$ cat src/rtl/hdmi_period_sched.sv
// hdmi_period_sched: raster position, sync and TMDS period scheduler (control/preamble/guard/video)
// Ports: clk pixel clock; rst async active-low; run level request for video output;
//   busy FSM not idle; frame_start pulse with pixel (0,0); pix_req/pix_x/pix_y pixel fetch
//   one cycle ahead of vde; vde video enable; guard guard-band select; cd0 {vsync,hsync};
//   cd1 {CTL1,CTL0}; cd2 {CTL3,CTL2}.
// Build option: define HDMI_PERIOD_SCHED_PREAMBLE_EN for HDMI preamble/guard generation,
//   leave undefined for DVI (guard and CTL lines held at zero).
module hdmi_period_sched #(
    parameter int   H_ACTIVE = 640,
    parameter int   H_FP     = 16,
    parameter int   H_SYNC   = 96,
    parameter int   H_BP     = 48,
    parameter int   V_ACTIVE = 480,
    parameter int   V_FP     = 10,
    parameter int   V_SYNC   = 2,
    parameter int   V_BP     = 33,
    parameter logic HS_POL   = 1'b0,
    parameter logic VS_POL   = 1'b0,
    parameter int   CW       = 12
) (
    input  logic          clk,
    input  logic          rst,
    input  logic          run,
    output logic          busy,
    output logic          frame_start,
    output logic          pix_req,
    output logic [CW-1:0] pix_x,
    output logic [CW-1:0] pix_y,
    output logic          vde,
    output logic          guard,
    output logic [1:0]    cd0,
    output logic [1:0]    cd1,
    output logic [1:0]    cd2
);
    localparam int H_TOTAL = H_ACTIVE + H_FP + H_SYNC + H_BP;
    localparam int V_TOTAL = V_ACTIVE + V_FP + V_SYNC + V_BP;
    localparam logic [CW-1:0] HA  = CW'(H_ACTIVE);
    localparam logic [CW-1:0] HS0 = CW'(H_ACTIVE + H_FP);
    localparam logic [CW-1:0] HS1 = CW'(H_ACTIVE + H_FP + H_SYNC);
    localparam logic [CW-1:0] HT1 = CW'(H_TOTAL - 1);
    localparam logic [CW-1:0] VA  = CW'(V_ACTIVE);
    localparam logic [CW-1:0] VS0 = CW'(V_ACTIVE + V_FP);
    localparam logic [CW-1:0] VS1 = CW'(V_ACTIVE + V_FP + V_SYNC);
    localparam logic [CW-1:0] VT1 = CW'(V_TOTAL - 1);

    typedef enum logic [1:0] {IDLE, RUN, STOP} state_t;

    state_t        state, state_n;
    logic [CW-1:0] hx, vy, hx_n, vy_n;
    logic          on, h_end, v_end, req_n, vis, hs_act, vs_act, pre, grd;

    // STOP keeps scanning so a frame is never cut short; it may only drop to IDLE
    // on the very last pixel, or resume RUN at any point without a gap.
    always_comb begin
        state_n = state;
        case (state)
            IDLE:    state_n = run ? RUN : IDLE;
            RUN:     state_n = run ? RUN : STOP;
            default: state_n = run ? RUN : (h_end && v_end) ? IDLE : STOP;
        endcase
    end

    assign on     = state != IDLE;
    assign h_end  = hx == HT1;
    assign v_end  = vy == VT1;
    assign hx_n   = (!on || h_end) ? '0 : hx + 1'b1;
    assign vy_n   = (!on || (h_end && v_end)) ? '0 : h_end ? vy + 1'b1 : vy;
    // pix_req looks at the position the counters take next, so the source has one
    // cycle to present colour before vde shows that same pixel.
    assign req_n  = state_n != IDLE && hx_n < HA && vy_n < VA;
    assign vis    = on && hx < HA && vy < VA;
    assign hs_act = on && hx >= HS0 && hx < HS1;
    assign vs_act = on && vy >= VS0 && vy < VS1;

`ifdef HDMI_PERIOD_SCHED_PREAMBLE_EN
    localparam logic [CW-1:0] HP0 = CW'(H_TOTAL - 10);
    localparam logic [CW-1:0] HP1 = CW'(H_TOTAL - 3);
    localparam logic [CW-1:0] HG0 = CW'(H_TOTAL - 2);
    localparam logic [CW-1:0] VA1 = CW'(V_ACTIVE - 1);

    // 8 preamble + 2 guard clocks must sit after at least 12 control clocks in blanking.
    if (H_FP + H_SYNC + H_BP < 22) begin : g_blank_chk
        $error("hdmi_period_sched: horizontal blanking must be at least 22 clocks");
    end

    logic nxt_active, ctl_en;

    // Preamble/guard announce the next line's video; while stopping, the last line
    // has no successor frame so nothing is announced there.
    always_comb begin
        nxt_active = vy < VA1 || v_end;
        ctl_en     = on && nxt_active && !(state == STOP && v_end);
        pre        = ctl_en && hx >= HP0 && hx <= HP1;
        grd        = ctl_en && hx >= HG0;
    end
`else
    assign pre = 1'b0;
    assign grd = 1'b0;
`endif

    always_ff @(posedge clk or negedge rst) begin
        if (!rst) begin
            state       <= IDLE;
            hx          <= '0;
            vy          <= '0;
            busy        <= 1'b0;
            frame_start <= 1'b0;
            pix_req     <= 1'b0;
            pix_x       <= '0;
            pix_y       <= '0;
            vde         <= 1'b0;
            guard       <= 1'b0;
            cd0         <= {~VS_POL, ~HS_POL};
            cd1         <= 2'b00;
            cd2         <= 2'b00;
        end else begin
            state       <= state_n;
            hx          <= hx_n;
            vy          <= vy_n;
            busy        <= on;
            frame_start <= on && hx == '0 && vy == '0;
            pix_req     <= req_n;
            pix_x       <= req_n ? hx_n : '0;
            pix_y       <= req_n ? vy_n : '0;
            vde         <= vis && !grd;
            guard       <= grd;
            cd0         <= {vs_act ? VS_POL : ~VS_POL, hs_act ? HS_POL : ~HS_POL};
            cd1         <= {1'b0, pre};
            cd2         <= 2'b00;
        end
    end
endmodule
$ cat config.mk
export PLATFORM = sky130hd
export DESIGN_NAME = hdmi_period_sched
export DESIGN_NICKNAME = d
export VERILOG_FILES = /design/src/rtl/hdmi_period_sched.sv
export SDC_FILE = /design/constraint.sdc
export NUM_CORES = 1
export LEC_CHECK = 0
export CELL_PAD_IN_SITES_DETAIL_PLACEMENT = 1
export CELL_PAD_IN_SITES_GLOBAL_PLACEMENT = 2
export CORE_AREA = 2 2 99 101
export CTS_BUF_LIST = sky130_fd_sc_hd__clkbuf_8 sky130_fd_sc_hd__clkbuf_16
export CTS_CLUSTER_SIZE = 14
export DETAILED_ROUTE_END_ITERATION = 8
export DIE_AREA = 0 0 101 103
export HOLD_SLACK_MARGIN = 0.02
export PLACE_DENSITY = 0.79
export SETUP_SLACK_MARGIN = 0.2
export SLEW_MARGIN = 40
export SYNTH_ARGS = -nofsm -noshare
export SYNTH_HDL_FRONTEND = slang
export SYNTH_SLANG_ARGS = --single-unit
$ cat constraint.sdc
create_clock -name clk -period 3.2 [get_ports clk]
set_input_delay 0.64 -clock clk [delete_from_list [all_inputs] [get_ports clk]]
set_output_delay 0.64 -clock clk [all_outputs]
set_load 0.01 [all_outputs]
==> results.md <==
- Based on the critical path, the design can be clocked at up to 0.346 GHz.
- The area of the multi-input gates is 1280 um^2.
- The sequential element share of the synthesized area is 0.502.
- The routability congestion estimate is 0.808.
- The core area is 9460 um^2.
- The via count of the first global-routing pass was 2402.
- Dividing the final minimum period by the clock period gives 0.904.
- Detailed routing placed a total of 221 um of wire on met3.
- STA classifies the critical path startpoint as a register.
- Setup total negative slack on the finished layout was measured at 0 ns.
- The wire length of the first global-routing pass is 12300 um.
- The H-tree depth reported by CTS is 2.
- Dividing the detail-routed wire length by the instance count gives 16.9 um.
- The highest metal layer used by the detailed router is met4.
- The die span in x is 101 um.
- After filler insertion, the fill cell instance count of the layout stands at 1076.
- The count of nets left with antenna violations after detail routing is 0.
- The number of different library cells used by synthesis comes to 50.
- Setup repair after global routing left no endpoint under its margin.
- The worst-case IR drop observed on VDD is 0.191 mV.
- Measured against its own limit, the worst slew margin works out to 0.624.
- Setup violations remaining at the end of the flow were counted as 0.
- The antenna diode count is 0.
- The final layout contains 330 nets.
- Max-cap violations in this run came to 0.
- The clock passes through at most 2 buffers.
- Yosys mapped a number of flops with a built-in enable equal to 0.
- In the final routing, the length of wire on met1 measures 3340 um.
- After clock tree synthesis, the clock-pin slew on the worst setup and hold paths is 0.10 ns.
- After the first detailed-routing iteration, the DRC count stood at 86.
- The clock tree from TritonCTS is yes.
- STA classifies the critical path endpoint as a register.
- The final max-slew violation count was 0.
- The number of placed instances with taps included is 430.
- The finished layout holds 438 standard cells, fillers aside.
- Entering global routing, the biggest net connects 44 pins.
- For this run the aggregate overflow at the end of global routing stands at 0.
- At the pin with the least slew margin, the transition time is 0.564 ns.
- Data on the critical path arrives at its endpoint at 3.10 ns.
- The type of the worst setup path is register to register.
- The placement row count is 36.
- The via density per instance is 5.05.
- After synthesis, the share of flip-flops with an asynchronous set or reset is 1.00.
- The full die area is 10400 um^2.
- Of the cells placed in the final design, the portion with a size suffix greater than 1 is 0.145.
- At the end of the flow the core is filled with cells to 0.358.
- In the global route stage, overall resource usage came out at 0.153.
- After detailed routing, the number of remaining DRC violations is 0.
- The register area is 1400 um^2.
- The pre-antenna-repair detailed-routing pass consisted of 4 iterations.
- The wire-length estimate of the detail-placed layout is 5530 um.
- On the final layout, the worst clock skew is 0.00857 ns.
- The shortest clock period the worst path allows after layout is 2.89 ns.
- For this design the ratio of total power to cell area is 392 nW/um^2.
- In this run the mean area of a mapped cell was 10.0 um^2.
- Detailed routing inserted a total of 2211 vias.
- The synthesis warning total is 0.
- The total length of routed met2 wires is 3710 um.
- In this run the cell area of the synthesized design comes to 2800 um^2.
- The later pin in the worst-skew pair is clocked with a latency of 0.32 ns.
- The routed design has 7410 um of wire.
- The tree is rooted in a clkbuf_8.
- The boundary pin count is 38.
- The number of failing hold endpoints at the final stage is 0.
- Across all hold checks on the routed design, the worst slack comes to 0.305 ns.
- The overall die height is 103 um.
- The synthesis-to-layout area growth is 21.1%.
- In this run the tool buffered the top-level ports with 32 buffer cells.
- The worst path required time is 3.41 ns.
- The run finished with clean final reports.
- The initial utilization of the core area, before any placement, comes to 0.296.
- The number of antenna violations at the first check in global routing is 0.
- The worst hold path belongs to the class primary input to asynchronous set/reset pin.
- The synthesized flop and latch total is 56.
- The analysis attributes to cell leakage a power of 1.44 nW.
- The sink count of the clock tree is 56.
- The main flop type after synthesis is dfrtp_1.
- The TritonCTS buffer count is 5.
- In the synthesized netlist, the number of instances is 280.
- Of all nets on the critical path, the largest fanout is 11.
==> flip-flops by register name, indices dropped and copies added, names as in the netlist <==
name         cells
busy             1
hx              12
state            2
vy              12
cd0              2
vde              1
pix_y           12
frame_start      1
pix_x           12
pix_req          1
==> path summary, 6_finish.rpt <==
kind | startpoint | slack, ns | cells past startpoint | to
max reg2reg | hx[5] | 0.31 | 7 | pix_y[3]
min in group clk | hx[0] | 0.59 | 1 | hx[0]
max | hx[5] | 0.31 | 7 | pix_y[3]
min reg2reg | hx[0] | 0.59 | 1 | hx[0]
min | rst | 0.31 | 1 | vde
max in group asynchronous | rst | 2.27 | 2 | cd0[0]
==> cells in the final DEF, fill, tap and decap left out, types with 11 or more instances in the layout <==
| cell | n |
|---|---|
| buf_4 | 15 |
| clkdlybuf4s50_1 | 31 |
| dfrtp_1 | 54 |
| nand2_1 | 32 |
| nand3_1 | 11 |
| nor2_1 | 25 |
| nor3_1 | 22 |
| xnor2_1 | 11 |
==> critical path, stage by stage, from the launching register on <==
cell and delay, ns:
dfrtp_1 0.46, or4_4 0.57, or4_4 0.62, or4_1 0.53
a21o_1 0.24, nand2_4 0.15, buf_12 0.16, nor3_2 0.05
==> synthesized netlist by cell type (3+ instances only) <==
master / count / area (um^2)
nor3_2: 10 / 100
nand2_1: 32 / 120
nand4_1: 8 / 50.1
buf_6: 4 / 45.0
ha_1: 4 / 50.1
nor4_1: 4 / 25.0
nor2_1: 25 / 93.8
xnor2_1: 11 / 96.3
inv_1: 9 / 33.8
nor3_1: 22 / 110
or4_1: 3 / 22.5
o21ai_0: 5 / 25.0
a21oi_1: 11 / 55.1
or3_1: 5 / 31.3
buf_4: 5 / 37.5
nand3_1: 11 / 55.1
clkbuf_1: 9 / 33.8
xor2_1: 4 / 35.0
and3_1: 5 / 31.3
dfrtp_1: 54 / 1350
==> stage by stage <==
step	total power, mW	setup slack, ns	instance area (um^2)
floorplan	0.859	0.396	2830
global placement	0.946	0.345	3290
detailed placement	0.951	0.320	3290
CTS	1.35	0.272	3380
global route	1.39	0.200	3390
finish	1.33	0.308	3390
==> cell type report <==
type                       instances  share of cell area
sequential                        56               0.414
timing repair buffer              47               0.131
tap                              114              0.0421
clock buffer                       5              0.0203
multi-input combinational        204               0.377
inverter                           9             0.00997
clock inverter                     3             0.00591
==> routing by layer <==
metal | GRT usage | up-vias
li1 | - | 1059
met1 | 0.192 | 1114
met2 | 0.268 | 28
met3 | 0.0285 | 10
met4 | 0.0478 | 0
met5 | 0 | -
==> where the power goes <==
group	switching [mW]	internal (mW)	total [mW]	leakage [nW]
clock network	0.242	0.153	0.396	0.0455
logic	0.0899	0.0745	0.164	0.653
registers	0.0272	0.742	0.769	0.741
total	0.359	0.970	1.33	1.44
==> cell families (layout without fill, tap and decap cells) <==
family | count (synthesis) | in the layout | synth area share
AO/OA/AOI/OAI | 34 | 34 | 0.0907
XOR/XNOR | 16 | 16 | 0.0527
adder cells (fa/ha/maj) | 4 | 4 | 0.0179
buffers and inverters | 29 | 64 | 0.0572
flip-flops | 56 | 56 | 0.502
other | 1 | 10 | 0.00134
AND/OR/NAND/NOR | 140 | 140 | 0.279
==> repair_timing <==
action | 4_1_cts | 5_1_grt
buffers inserted | 0 | 0
resized for setup | 0 | 2
endpoints found under the setup margin | 0 | 2
hold buffers | 0 | 0
Note: power is estimated with default switching activity, not from simulation.
